[src/rtl/jamma_input_scanner_if.sv]
// rtl/jamma_input_scanner_if.sv - JAMMA control bundle between the board harness and the scanner
//
// Purpose: groups the JAMMA bus, coin, DB9 and cleaned-up control signals.
// Modports:
//   master - scanner side: samples jjoy/jcoin/local_joy, drives jselect and the clean vectors
//   slave  - board side: drives jjoy/jcoin/local_joy, observes jselect and the clean vectors
// Signals:
//   jjoy[7:0]      shared JAMMA bus, active-low ([5:0] directions/fire, [7] start)
//   jcoin[1:0]     coin switches, active-low
//   local_joy[5:0] DB9 joystick, active-low
//   jselect        bus mux select, 0 = player 1, 1 = player 2
//   joy1/joy2[7:0] debounced player controls, active-low
//   coin[1:0]      debounced coin switches, active-low
//   scan_done      one-cycle pulse after each complete P1+P2 scan
interface jamma_input_scanner_if;
  logic [7:0] jjoy;
  logic [1:0] jcoin;
  logic [5:0] local_joy;
  logic       jselect;
  logic [7:0] joy1;
  logic [7:0] joy2;
  logic [1:0] coin;
  logic       scan_done;

  modport master (
    input  jjoy, jcoin, local_joy,
    output jselect, joy1, joy2, coin, scan_done
  );

  modport slave (
    output jjoy, jcoin, local_joy,
    input  jselect, joy1, joy2, coin, scan_done
  );
endinterface

[src/rtl/jamma_input_scanner.sv]
// rtl/jamma_input_scanner.sv - settle-timed JAMMA P1/P2 bus scanner with debounce
//
// Purpose: drives jselect, samples the shared JJOY bus once per player after a
// settle interval, debounces each bit over whole scans, and debounces the coin
// switches per clock cycle independently of the scan.
// Ports:
//   pclk  - system clock
//   reset - synchronous, active-high reset
//   bus   - jamma_input_scanner_if.master (jjoy, jcoin, local_joy in;
//           jselect, joy1, joy2, coin, scan_done out)
// Optional feature: define JAMMA_LOCAL_MERGE_EN to AND the synchronised DB9
// joystick into joy1[5:0] without debounce.
module jamma_input_scanner #(
  parameter int SETTLE_CYCLES  = 8,
  parameter int DB_SAMPLES     = 4,
  parameter int COIN_DB_CYCLES = 1024
) (
  input  logic                 pclk,
  input  logic                 reset,
  jamma_input_scanner_if.master bus
);

  localparam logic [7:0]  SETTLE_LAST = 8'(SETTLE_CYCLES - 1);
  localparam logic [2:0]  DB_TH       = 3'(DB_SAMPLES);
  localparam logic [15:0] COIN_TH     = 16'(COIN_DB_CYCLES);

  typedef enum logic [1:0] {SET1, SAMP1, SET2, SAMP2} state_t;

  state_t      r_state;
  logic [7:0]  r_settle;
  logic        r_jselect;
  logic        r_scan_done;

  logic [7:0]  r_jjoy_m, r_jjoy_s;
  logic [1:0]  r_jcoin_m, r_jcoin_s;
  logic [5:0]  r_local_m, r_local_s;

  // Index 0 = player 1, index 1 = player 2.
  logic [7:0]  r_db [2];
  logic [2:0]  r_db_cnt [2][8];

  logic [1:0]  r_coin;
  logic [15:0] r_coin_cnt [2];

  logic        w_samp;
  logic        w_player;
  logic [7:0]  w_joy1;

  // Two-flop synchronisers; reset to the idle (released) level.
  always_ff @(posedge pclk) begin
    if (reset) begin
      r_jjoy_m  <= '1;
      r_jjoy_s  <= '1;
      r_jcoin_m <= '1;
      r_jcoin_s <= '1;
      r_local_m <= '1;
      r_local_s <= '1;
    end else begin
      r_jjoy_m  <= bus.jjoy;
      r_jjoy_s  <= r_jjoy_m;
      r_jcoin_m <= bus.jcoin;
      r_jcoin_s <= r_jcoin_m;
      r_local_m <= bus.local_joy;
      r_local_s <= r_local_m;
    end
  end

  // Scan sequencer. The settle interval covers the external mux delay plus the
  // synchroniser latency before the bus is trusted.
  always_ff @(posedge pclk) begin
    if (reset) begin
      r_state     <= SET1;
      r_settle    <= '0;
      r_jselect   <= 1'b0;
      r_scan_done <= 1'b0;
    end else begin
      r_scan_done <= (r_state == SAMP2);
      case (r_state)
        SET1: begin
          if (r_settle == SETTLE_LAST) begin
            r_state  <= SAMP1;
            r_settle <= '0;
          end else begin
            r_settle <= r_settle + 8'd1;
          end
        end
        SAMP1: begin
          r_state   <= SET2;
          r_jselect <= 1'b1;
        end
        SET2: begin
          if (r_settle == SETTLE_LAST) begin
            r_state  <= SAMP2;
            r_settle <= '0;
          end else begin
            r_settle <= r_settle + 8'd1;
          end
        end
        SAMP2: begin
          r_state   <= SET1;
          r_jselect <= 1'b0;
        end
        default: begin
          r_state   <= SET1;
          r_settle  <= '0;
          r_jselect <= 1'b0;
        end
      endcase
    end
  end

  assign w_samp   = (r_state == SAMP1) || (r_state == SAMP2);
  assign w_player = (r_state == SAMP2);

  // Per-bit scan debounce: a bit flips only after DB_SAMPLES consecutive
  // disagreeing samples; any agreeing sample restarts the count.
  always_ff @(posedge pclk) begin
    if (reset) begin
      for (int p = 0; p < 2; p++) begin
        r_db[p] <= 8'hFF;
        for (int i = 0; i < 8; i++) r_db_cnt[p][i] <= '0;
      end
    end else if (w_samp) begin
      for (int i = 0; i < 8; i++) begin
        if (r_jjoy_s[i] == r_db[w_player][i]) begin
          r_db_cnt[w_player][i] <= '0;
        end else if (r_db_cnt[w_player][i] + 3'd1 == DB_TH) begin
          r_db[w_player][i]     <= ~r_db[w_player][i];
          r_db_cnt[w_player][i] <= '0;
        end else if (r_db_cnt[w_player][i] != 3'd7) begin
          r_db_cnt[w_player][i] <= r_db_cnt[w_player][i] + 3'd1;
        end
      end
    end
  end

  // Coin debounce runs every cycle, unrelated to the scan.
  always_ff @(posedge pclk) begin
    if (reset) begin
      r_coin <= 2'b11;
      for (int c = 0; c < 2; c++) r_coin_cnt[c] <= '0;
    end else begin
      for (int c = 0; c < 2; c++) begin
        if (r_jcoin_s[c] == r_coin[c]) begin
          r_coin_cnt[c] <= '0;
        end else if (r_coin_cnt[c] + 16'd1 == COIN_TH) begin
          r_coin[c]     <= ~r_coin[c];
          r_coin_cnt[c] <= '0;
        end else if (r_coin_cnt[c] != 16'hFFFF) begin
          r_coin_cnt[c] <= r_coin_cnt[c] + 16'd1;
        end
      end
    end
  end

`ifdef JAMMA_LOCAL_MERGE_EN
  // DB9 presses bypass the debouncer so they appear right after the synchroniser.
  assign w_joy1 = r_db[0] & {2'b11, r_local_s};
`else
  logic w_unused_local;
  assign w_unused_local = ^r_local_s;
  assign w_joy1 = r_db[0];
`endif

  assign bus.jselect   = r_jselect;
  assign bus.joy1      = w_joy1;
  assign bus.joy2      = r_db[1];
  assign bus.coin      = r_coin;
  assign bus.scan_done = r_scan_done;

endmodule

[src/flat_wrapper.sv]
// flat-port wrapper written by rule: the top's interface ports become plain ports
module jamma_input_scanner_flat 
#(
  parameter int SETTLE_CYCLES  = 8,
  parameter int DB_SAMPLES     = 4,
  parameter int COIN_DB_CYCLES = 1024
)
  (pclk, reset, bus_jjoy, bus_jcoin, bus_local_joy, bus_jselect, bus_joy1, bus_joy2, bus_coin, bus_scan_done);
  jamma_input_scanner_if bus_i ();
  input  logic pclk;
  input  logic reset;
  input wire logic [$bits(bus_i.jjoy)-1:0] bus_jjoy;
  input wire logic [$bits(bus_i.jcoin)-1:0] bus_jcoin;
  input wire logic [$bits(bus_i.local_joy)-1:0] bus_local_joy;
  output wire logic [$bits(bus_i.jselect)-1:0] bus_jselect;
  output wire logic [$bits(bus_i.joy1)-1:0] bus_joy1;
  output wire logic [$bits(bus_i.joy2)-1:0] bus_joy2;
  output wire logic [$bits(bus_i.coin)-1:0] bus_coin;
  output wire logic [$bits(bus_i.scan_done)-1:0] bus_scan_done;
  assign bus_i.jjoy = bus_jjoy;
  assign bus_i.jcoin = bus_jcoin;
  assign bus_i.local_joy = bus_local_joy;
  assign bus_jselect = bus_i.jselect;
  assign bus_joy1 = bus_i.joy1;
  assign bus_joy2 = bus_i.joy2;
  assign bus_coin = bus_i.coin;
  assign bus_scan_done = bus_i.scan_done;
  jamma_input_scanner #(.SETTLE_CYCLES(SETTLE_CYCLES), .DB_SAMPLES(DB_SAMPLES), .COIN_DB_CYCLES(COIN_DB_CYCLES)) u_core (.pclk(pclk), .reset(reset), .bus(bus_i));
endmodule
[config.mk]
export PLATFORM = sky130hd
export DESIGN_NAME = jamma_input_scanner_flat
export DESIGN_NICKNAME = d
export VERILOG_FILES = /design/src/rtl/jamma_input_scanner_if.sv /design/src/rtl/jamma_input_scanner.sv /design/src/flat_wrapper.sv
export SDC_FILE = /design/constraint.sdc
export NUM_CORES = 1
export LEC_CHECK = 0
export BUFFER_PORTS_ARGS = -buffer_cell sky130_fd_sc_hd__buf_2
export CORE_UTILIZATION = 55
export DETAILED_ROUTE_END_ITERATION = 8
export PLACE_DENSITY_LB_ADDON = 0.12
export SLEW_MARGIN = 20
export SYNTH_ARGS = -nofsm -noshare
export SYNTH_HDL_FRONTEND = slang
export SYNTH_SLANG_ARGS = --single-unit
[constraint.sdc]
create_clock -name pclk -period 3.3 [get_ports pclk]
set_input_delay 0.66 -clock pclk [delete_from_list [all_inputs] [get_ports pclk]]
set_output_delay 0.66 -clock pclk [all_outputs]
set_load 0.01 [all_outputs]
==> results of run 1 <==
## worst max-delay path, delay by kind of cell (launching register included)
kind	cells	cell delay, ns
compound gates	1	0.37
fa+ha+maj	2	0.81
buf+inv	1	0.27
flops	1	0.38
mux	1	0.36
simple gates	1	0.18
## state kept, by name (all words and copies together) (netlist names)
| register | flops |
|---|---|
| u_core.r_jcoin_m | 2 |
| u_core.r_jjoy_m | 8 |
| u_core.r_jcoin_s | 2 |
| u_core.bus.coin | 2 |
| u_core.bus.scan_done | 1 |
| u_core.r_jjoy_s | 8 |
| u_core.r_db_cnt | 48 |
| u_core.r_settle | 8 |
| u_core.r_state | 2 |
| u_core.r_db | 16 |
| u_core.r_coin_cnt | 32 |
| u_core.bus.jselect | 1 |
## worst max-delay path by stage
| stage | start | end | slack, ns | depth (start not counted) |
|---|---|---|---|---|
| floorplan | u_core.r_state[0] | u_core.r_db_cnt[1][0] | 0.31 | 10 |
| global placement | u_core.r_state[0] | u_core.r_db_cnt[1][6] | 0.66 | 6 |
| detailed placement | u_core.r_state[0] | u_core.r_db_cnt[1][7] | 0.56 | 6 |
| CTS | u_core.r_state[0] | u_core.r_db_cnt[1][8] | 0.57 | 6 |
| global route | u_core.r_state[0] | u_core.r_db_cnt[1][2] | 0.40 | 7 |
| finish | u_core.r_state[0] | u_core.r_db_cnt[1][8] | 0.56 | 6 |
## placed cells by master (no fill, tap or decap), types with 5 or more instances in the layout
cell,count
mux2_2,13
nor2_1,53
nand3_1,20
a22oi_1,8
nand4_1,12
inv_1,6
ha_1,23
or2_2,29
clkinv_1,5
nand2_1,89
nor4_1,12
xnor2_1,26
dfxtp_1,34
or3_1,6
nor3_1,42
buf_2,31
buf_4,15
xor2_1,44
and2_1,14
edfxtp_1,96
a21oi_1,9
and3_1,27
o21ai_0,19
mux2i_1,11
clkbuf_16,17
## where the power goes
group          internal, mW  switching [mW]
registers              1.78          0.0194
clock network          1.25           0.678
logic                0.0497          0.0740
## layout make-up
type | instances | area share, %
clock buffers | 19 | 5.410
well taps | 172 | 2.690
multi-input cells | 511 | 41.31
flip-flops and latches | 130 | 44.53
repair buffers | 47 | 3.597
inverters | 8 | 0.3753
clock inverters | 13 | 2.080
## per-layer routing
metal | up-vias | GRT usage, % | wire [um]
met5 | - | 0 | 0
met4 | 0 | 10.48 | 277
met3 | 24 | 4.586 | 521
met2 | 111 | 36.61 | 6680
met1 | 2430 | 28.35 | 6270
li1 | 2503 | - | -
## logic make-up after synthesis
kind of cell             Yosys count  synth area share, %
multiplexers                      24                3.632
flip-flops                       130                50.45
AND/OR/NAND/NOR                  331                24.45
AO/OA/AOI/OAI                     62                5.757
adder cells (fa/ha/maj)           24                4.252
XOR/XNOR                          70                8.680
buffers and inverters             42                2.781
==> impl_metrics.json, run 1 <==
{
  "htree_levels": 4,
  "power.density_mw_per_mm2": 481.2,
  "critical_path.slowest_cell": "ha_2",
  "cts_buffers": 17,
  "layout.nets": 757,
  "netlist.area_leader.share_pct": 40.81,
  "netlist_instances": 683,
  "synthTopCellsByArea": "edfxtp_1, dfxtp_1, xor2_1",
  "dieWidth_um": 115.3,
  "slew_headroom_pct": 50.36,
  "clk_pin_slew_ns": 0.06,
  "drc": 0,
  "hp-class": "reg2reg",
  "cp-start-kind": "flop",
  "drive_above_1_share_pct": 17.86,
  "worst_slack_ns": 0.5649,
  "cts_buffer_depth": 2,
  "synth_common_cells": "edfxtp_1, nand2_1, nor2_1",
  "drtPass1Iterations": 4,
  "synth_nets": 725,
  "worstHoldPathCells": 1,
  "arrival_ns": 2.80,
  "ctsResizeCount": 0,
  "cap_violations": 0,
  "gr-total-overflow": 0,
  "hold_start": "u_core.r_jcoin_m[1]",
  "std_cell_rows": 41,
  "drv_slew": 0,
  "place_area_mm2": 0.007402,
  "coreArea_mm2": 0.01257,
  "status": "finished clean",
  "routedWlPerCell_um": 15.28,
  "regArea_mm2": 0.003563,
  "fillers": 1030,
  "worstRegToRegCells": 6,
  "layout_min_cycle_time_ns": 2.735,
  "hpwlAfterDp_mm": 9.589,
  "synth_area_mm2": 0.007063,
  "syn_to_final_growth_pct": 13.29,
  "min_period_over_period_pct": 82.88,
  "ant_nets": 0,
  "syn_avg_cell_area_um2": 10.34,
  "path_max_fanout": 23,
  "fin_area_mm2": 0.008001,
  "multi_input_area_mm2": 0.003306,
  "grt_pass1_vias": 4880,
  "start_util_pct": 56.20,
  "finalSetupTns_ns": 0,
  "rsz0062_at_grt": "no",
  "finalPower_mw": 3.850,
  "cts_sinks": 130,
  "crit_chain": "ha_2, buf_4, mux2_2, ha_1, and3_1, o21ai_0",
  "r2r_end": "u_core.r_db_cnt[1][8]",
  "worstSetupPathType": "reg2reg",
  "stdcell_count": 900,
  "cts_tree": "built",
  "ys_seq_area_share_pct": 50.45,
  "dieArea_mm2": 0.01330,
  "post-place-ws_ns": 0.5587,
  "max-vdd-ir-drop_mv": 0.2909,
  "grt_usage_pct": 22.34,
  "io-pin-count": 38,
  "cpPeakStageDelay_ns": 0.53,
  "synthArstFlopShare_pct": 0,
  "holdPathEnd": "u_core.r_jcoin_s[1]",
  "drt_iter0_drc": 277,
  "r2r-start": "u_core.r_state[0]",
  "p_leak_nw": 2.906,
  "port_buffers": 31,
  "synthDistinctLibCells": 61,
  "final_util_pct": 63.66,
  "worst_ep_required_time_ns": 3.37,
  "synth_warnings": 0,
  "finalClockSkew_ns": 0.007847,
  "cts-hold-fix-buffers": 0,
  "rrSetupSlack_ns": 0.56,
  "final_hold_viol_count": 0,
  "gp_congestion": 0.8297,
  "synth.most_common_cell": "edfxtp_1",
  "setup_viol": 0,
  "synth_top_flop_cell": "edfxtp_1",
  "grt_max_degree": 46,
  "tightest_slew_ns": 0.7397,
  "synth_area_leader_cell": "edfxtp_1",
  "diodes": 0,
  "max_freq_mhz": 365.6,
  "synth-edff-count": 96,
  "drt_wl_total_mm": 13.75,
  "viasPerCell": 5.631,
  "grt_pass1_wl_mm": 23.12,
  "antenna_found_initial": 0,
  "die_h_um": 115.3,
  "routed-via-count": 5068,
  "clock_latency_ns": 0.42,
  "synth-seq-cells": 130,
  "cp-end-kind": "flop",
  "placed_cells": 868,
  "root_buffer": "clkbuf_16",
  "hold_ws_ns": 0.4055,
  "post_cts_buffers": 0
}
(Power assumes the default switching activity.)
==> run 2, diff against run 1 <==
==> constraint.sdc (replaced) <==
create_clock -name pclk -period 2.8 [get_ports pclk]
set_input_delay 0.56 -clock pclk [delete_from_list [all_inputs] [get_ports pclk]]
set_output_delay 0.56 -clock pclk [all_outputs]
set_load 0.01 [all_outputs]
==> impl_metrics.json, run 2 (synthesis gave the netlist of run 1 again) <==
{
  "antenna_found_initial": 0,
  "slew_headroom_pct": 58.99,
  "p_sw_share_pct": 21.15,
  "hp-class": "in2reg",
  "dieArea_mm2": 0.01330,
  "cp_num_buf_inv": 1,
  "hold_ws_ns": 0.3160,
  "place_area_mm2": 0.007387,
  "cp-start-kind": "flop",
  "largest_reg_flops": 48,
  "grt_pass1_wl_mm": 22.59,
  "critPathLaunch": "u_core.r_state[0]",
  "regArea_mm2": 0.003563,
  "cap_violations": 0,
  "routed-via-count": 5020,
  "coreArea_mm2": 0.01257,
  "post-place-ws_ns": 0.2588,
  "max_freq_mhz": 400.1,
  "finalSetupTns_ns": 0,
  "cts_buffer_depth": 2,
  "worstRegToRegCells": 6,
  "p_int_mw": 3.399,
  "min_period_over_period_pct": 89.27,
  "crit_end": "u_core.r_db_cnt[1][6]",
  "setup_viol": 0,
  "p_clk_share_pct": 47.3,
  "clk_pin_slew_ns": 0.06,
  "drtPass1Iterations": 4,
  "std_cell_rows": 41,
  "layout.nets": 755,
  "rsz0062_at_grt": "no",
  "worst_ep_required_time_ns": 2.87,
  "worstSetupPathType": "reg2reg",
  "comb_power_share_pct": 3.4,
  "multi_input_area_mm2": 0.003308,
  "status": "finished clean",
  "cts_buffers": 17,
  "critical_path.slowest_cell": "mux2_2",
  "drc": 0,
  "diodes": 0,
  "tightest_slew_ns": 0.6111,
  "top_register": "u_core.r_db_cnt",
  "drt_wl_total_mm": 13.53,
  "grt_pass1_vias": 4838,
  "hpwlAfterDp_mm": 9.155,
  "syn_to_final_growth_pct": 12.38,
  "cp.depth": 6,
  "p_leak_nw": 2.890,
  "r2r-start": "u_core.r_state[0]",
  "ant_nets": 0,
  "io-pin-count": 38,
  "drt_iter0_drc": 319,
  "reg.largest.list": "u_core.r_db_cnt: 48 flops, u_core.r_coin_cnt: 32 flops, u_core.r_db: 16 flops",
  "cpPeakStageDelay_ns": 0.40,
  "clock_latency_ns": 0.42,
  "final_util_pct": 63.16,
  "final_hold_viol_count": 0,
  "rrSetupSlack_ns": 0.30,
  "grt_max_degree": 47,
  "arrival_ns": 2.57,
  "layout_commonest_cell": "edfxtp_1",
  "die_h_um": 115.3,
  "netSwitchingPower_mw": 0.9117,
  "port_buffers": 31,
  "root_buffer": "clkbuf_16",
  "routedWlPerCell_um": 15.06,
  "hold_start": "bus_jjoy[3]",
  "htree_levels": 4,
  "path_max_fanout": 36,
  "grt_usage_pct": 22.12,
  "cts_tree": "built",
  "worst_slack_ns": 0.3005,
  "fin_area_mm2": 0.007938,
  "gp_congestion": 0.8360,
  "viasPerCell": 5.590,
  "seq_power_share_pct": 49.2,
  "dieWidth_um": 115.3,
  "gr-total-overflow": 0,
  "cts_sinks": 130,
  "crit_chain": "ha_2, buf_12, mux2_2, ha_1, and3_1, o21ai_0",
  "drv_slew": 0,
  "layout_min_cycle_time_ns": 2.500,
  "drive_above_1_share_pct": 18.32,
  "power.density_mw_per_mm2": 543.1,
  "start_util_pct": 56.20,
  "r2r_end": "u_core.r_db_cnt[1][6]",
  "cp-end-kind": "flop",
  "layout_common_cells": "edfxtp_1, nand2_1, nor2_1",
  "finalClockSkew_ns": 0.006362,
  "cts-hold-fix-buffers": 0,
  "fillers": 986,
  "cpLargestDelayFamily": "adder cells",
  "max-vdd-ir-drop_mv": 0.4569
}
==> run 2: changes by cell type in the layout (fill, tap and decap cells not counted), moves of 2 or more <==
cell        before  now
inv_4            0    4
clkinvlp_4       2    0
clkinv_1         5    2
bufinv_16        4    0
clkbuf_8         0    5
buf_4           15   13
==> run 2: metrics by stage <==
stage,power [mW],std cells
floorplan,2.264,683
CTS,4.356,898
global placement,2.302,866
finish,4.311,898
detailed placement,2.309,866
global route,4.464,898
==> run 2: worst min path at each step <==
stage	endpoint	slack (ns)	cells after the start
floorplan	u_core.r_jcoin_s[0]	0.39	1
global placement	u_core.r_jjoy_s[6]	0.39	1
detailed placement	u_core.r_jjoy_s[4]	0.39	1
CTS	u_core.r_jjoy_m[7]	0.30	2
global route	u_core.r_jjoy_m[4]	0.30	2
finish	u_core.r_jjoy_m[3]	0.32	2
==> run 2: final cells by class <==
class                      instances  share of cell area [%]
clock buffer                      23                   6.274
clock inverter                     9                  0.6305
tap                              172                   2.711
timing repair buffer              45                   3.436
inverter                           8                  0.3783
multi-input combinational        511                   41.68
sequential                       130                   44.89
==> run 2: what timing repair did <==
item,CTS,global route
resized for setup,0,1
setup endpoints to repair,0,1
buffers inserted,0,0
==> run 2: power by group through the flow <==
stage / Sequential, mW / Clock [mW] / Combinational (mW)
global placement: 2.16 / 0 / 0.142
global route: 2.13 / 2.17 / 0.166
floorplan: 2.16 / 0 / 0.109
CTS: 2.12 / 2.09 / 0.149
finish: 2.12 / 2.04 / 0.148
detailed placement: 2.16 / 0 / 0.147
==> run 2: layer usage <==
layer | part of all wire [%] | up-vias | routed length, um | global-route usage (%)
met5 | 0 | - | 0 | 0
met4 | 1.4 | 0 | 192 | 9.264
met3 | 3.6 | 17 | 481 | 6.115
met2 | 48 | 86 | 6449 | 35.81
met1 | 47 | 2401 | 6404 | 27.89
li1 | - | 2516 | - | -
==> run 2: worst reg2reg max path, cell delays in order (launching register included) <==
cell	delay, ns
dfxtp_1	0.38
ha_2	0.28
buf_12	0.24
mux2_2	0.42
ha_1	0.30
and3_1	0.17
o21ai_0	0.36
==> run 3, diff against run 2 <==
--- a/config.mk
+++ b/config.mk
@@ -6,7 +6,9 @@
 export NUM_CORES = 1
 export LEC_CHECK = 0
 export BUFFER_PORTS_ARGS = -buffer_cell sky130_fd_sc_hd__buf_2
-export CORE_UTILIZATION = 55
+export CELL_PAD_IN_SITES_DETAIL_PLACEMENT = 0
+export CELL_PAD_IN_SITES_GLOBAL_PLACEMENT = 1
+export CORE_UTILIZATION = 44
 export DETAILED_ROUTE_END_ITERATION = 8
 export PLACE_DENSITY_LB_ADDON = 0.12
 export SLEW_MARGIN = 20
==> constraint.sdc (replaced) <==
create_clock -name pclk -period 2.2 [get_ports pclk]
set_input_delay 0.44 -clock pclk [delete_from_list [all_inputs] [get_ports pclk]]
set_output_delay 0.44 -clock pclk [all_outputs]
set_load 0.01 [all_outputs]
==> impl_metrics.json, run 3 (synthesis gave the netlist of run 1 again) <==
{
  "cpLargestDelayFamily": "simple AND/OR/NAND/NOR gates",
  "use_met1_pct": 23.66,
  "dieWidth_um": 128.7,
  "antenna_found_initial": 0,
  "gr-total-overflow": 0,
  "top_register": "u_core.r_db_cnt",
  "cts_tree": "built",
  "finalSetupTns_ns": -0.07763,
  "cts_sinks": 130,
  "cp_num_buf_inv": 2,
  "layout.nets": 799,
  "drive_above_1_share_pct": 30.52,
  "largest_reg_flops": 48,
  "rsz0062_at_grt": "yes",
  "finalClockSkew_ns": 0.004126,
  "final_hold_viol_count": 0,
  "cpPeakStageDelay_ns": 0.43,
  "slew_headroom_pct": 69.39,
  "r2r-start": "u_core.r_coin_cnt[1][0]",
  "layout_min_cycle_time_ns": 2.210,
  "start_util_pct": 45.78,
  "cts_buffers": 17,
  "path_max_fanout": 8,
  "syn_to_final_growth_pct": 24.30,
  "grt_pass1_wl_mm": 24.27,
  "drv_slew": 0,
  "grt_usage_pct": 18.82,
  "critPathLaunch": "u_core.r_coin_cnt[1][0]",
  "hold_start": "bus_jjoy[1]",
  "max_freq_mhz": 452.4,
  "die_h_um": 128.7,
  "crit_chain": "buf_6, and4_4, and3_4, a22oi_1, buf_4, nor4_4, or3_4",
  "diodes": 0,
  "cts_buffer_depth": 2,
  "routedWlPerCell_um": 14.81,
  "grt_max_degree": 43,
  "cap_violations": 0,
  "std_cell_rows": 45,
  "stdcell_count": 981,
  "max-vdd-ir-drop_mv": 0.5913,
  "grt.busiest_layer": "met2",
  "drc": 0,
  "critical_path.slowest_cell": "edfxtp_1",
  "final_util_pct": 56.91,
  "viasPerCell": 5.256,
  "grtUsageMet3_pct": 4.158,
  "arrival_ns": 2.33,
  "worstSetupPathType": "reg2reg",
  "gp_congestion": 0.7736,
  "drt_iter0_drc": 270,
  "tightest_slew_ns": 0.4563,
  "ant_nets": 0,
  "worst_slack_ns": -0.01035,
  "dieArea_mm2": 0.01656,
  "layout_commonest_cell": "edfxtp_1",
  "clock_latency_ns": 0.42,
  "p_leak_nw": 3.215,
  "violations": "negative setup slack",
  "placed_cells": 944,
  "worst_ep_required_time_ns": 2.32,
  "cp-end-kind": "flop",
  "hpwlAfterDp_mm": 9.807,
  "io-pin-count": 38,
  "power.density_mw_per_mm2": 663.4,
  "clk_pin_slew_ns": 0.06,
  "min_period_over_period_pct": 100.5,
  "routed-via-count": 5156,
  "setup_viol": 9,
  "port_buffers": 31,
  "htree_levels": 4,
  "drtPass1Iterations": 4,
  "hp-class": "in2reg",
  "reg.largest.list": "u_core.r_db_cnt: 48 flops, u_core.r_coin_cnt: 32 flops, u_core.r_db: 16 flops",
  "layout_common_cells": "edfxtp_1, nand2_1, nor2_1",
  "coreArea_mm2": 0.01543,
  "root_buffer": "clkbuf_16",
  "status": "complete, but fails checks",
  "gr-usage-met2_pct": 31.54,
  "grt_pass1_vias": 5129,
  "drt_wl_total_mm": 14.53,
  "cp-start-kind": "flop"
}
[run 3: final timing paths]
| check | end | slack, ns | cells past startpoint |
|---|---|---|---|
| setup / recovery | u_core.r_coin_cnt[1][3] | -0.01 | 7 |
| hold / removal | u_core.r_jjoy_m[1] | 0.20 | 2 |
| setup reg to reg | u_core.r_coin_cnt[1][3] | -0.01 | 7 |
| hold reg to reg | u_core.r_jcoin_s[0] | 0.41 | 1 |
[run 3: per-stage QoR]
step                cell area, um2  setup slack, ns  hold WS, ns  total power [mW]
floorplan                     7263          -0.1261       0.3895             2.892
global placement              7865          -0.2064       0.3918             2.953
detailed placement            7865          -0.2854       0.3941             2.959
CTS                           8499         -0.02903       0.1838             5.862
global route                  8780          -0.1155       0.1931             6.001
finish                        8780         -0.01035       0.2003             5.824
[run 3: where the power goes]
part | internal [mW] | leakage, nW | switching, mW | total (mW)
clock | 1.87 | 0.296 | 1.03 | 2.90
combinational | 0.0970 | 1.64 | 0.125 | 0.222
sequential | 2.67 | 1.28 | 0.0303 | 2.70
[run 3: layer usage]
layer	share of wire, %	routed length, um	vias up
li1	-	-	2597
met2	49	7161	68
met5	0	0	-
met1	46	6750	2474
met3	2.8	411	17
met4	1.4	207	0
[run 3: area by class of cell]
type | count | area [um2]
fill | 1349 | 6648
multi-input combinational | 512 | 3682
sequential | 130 | 3566
timing repair buffer | 88 | 639.4
clock buffer | 18 | 429.2
tap | 211 | 264.0
clock inverter | 14 | 168.9
inverter | 8 | 30.03
[run 3: timing repair]
item / in CTS / in global routing
endpoints found under the setup margin: 72 / 87
buffers inserted: 0 / 3
resized for setup: 7 / 60
hold buffers: 0 / 0
gates cloned: 1 / 1
pin swaps: 2 / 7
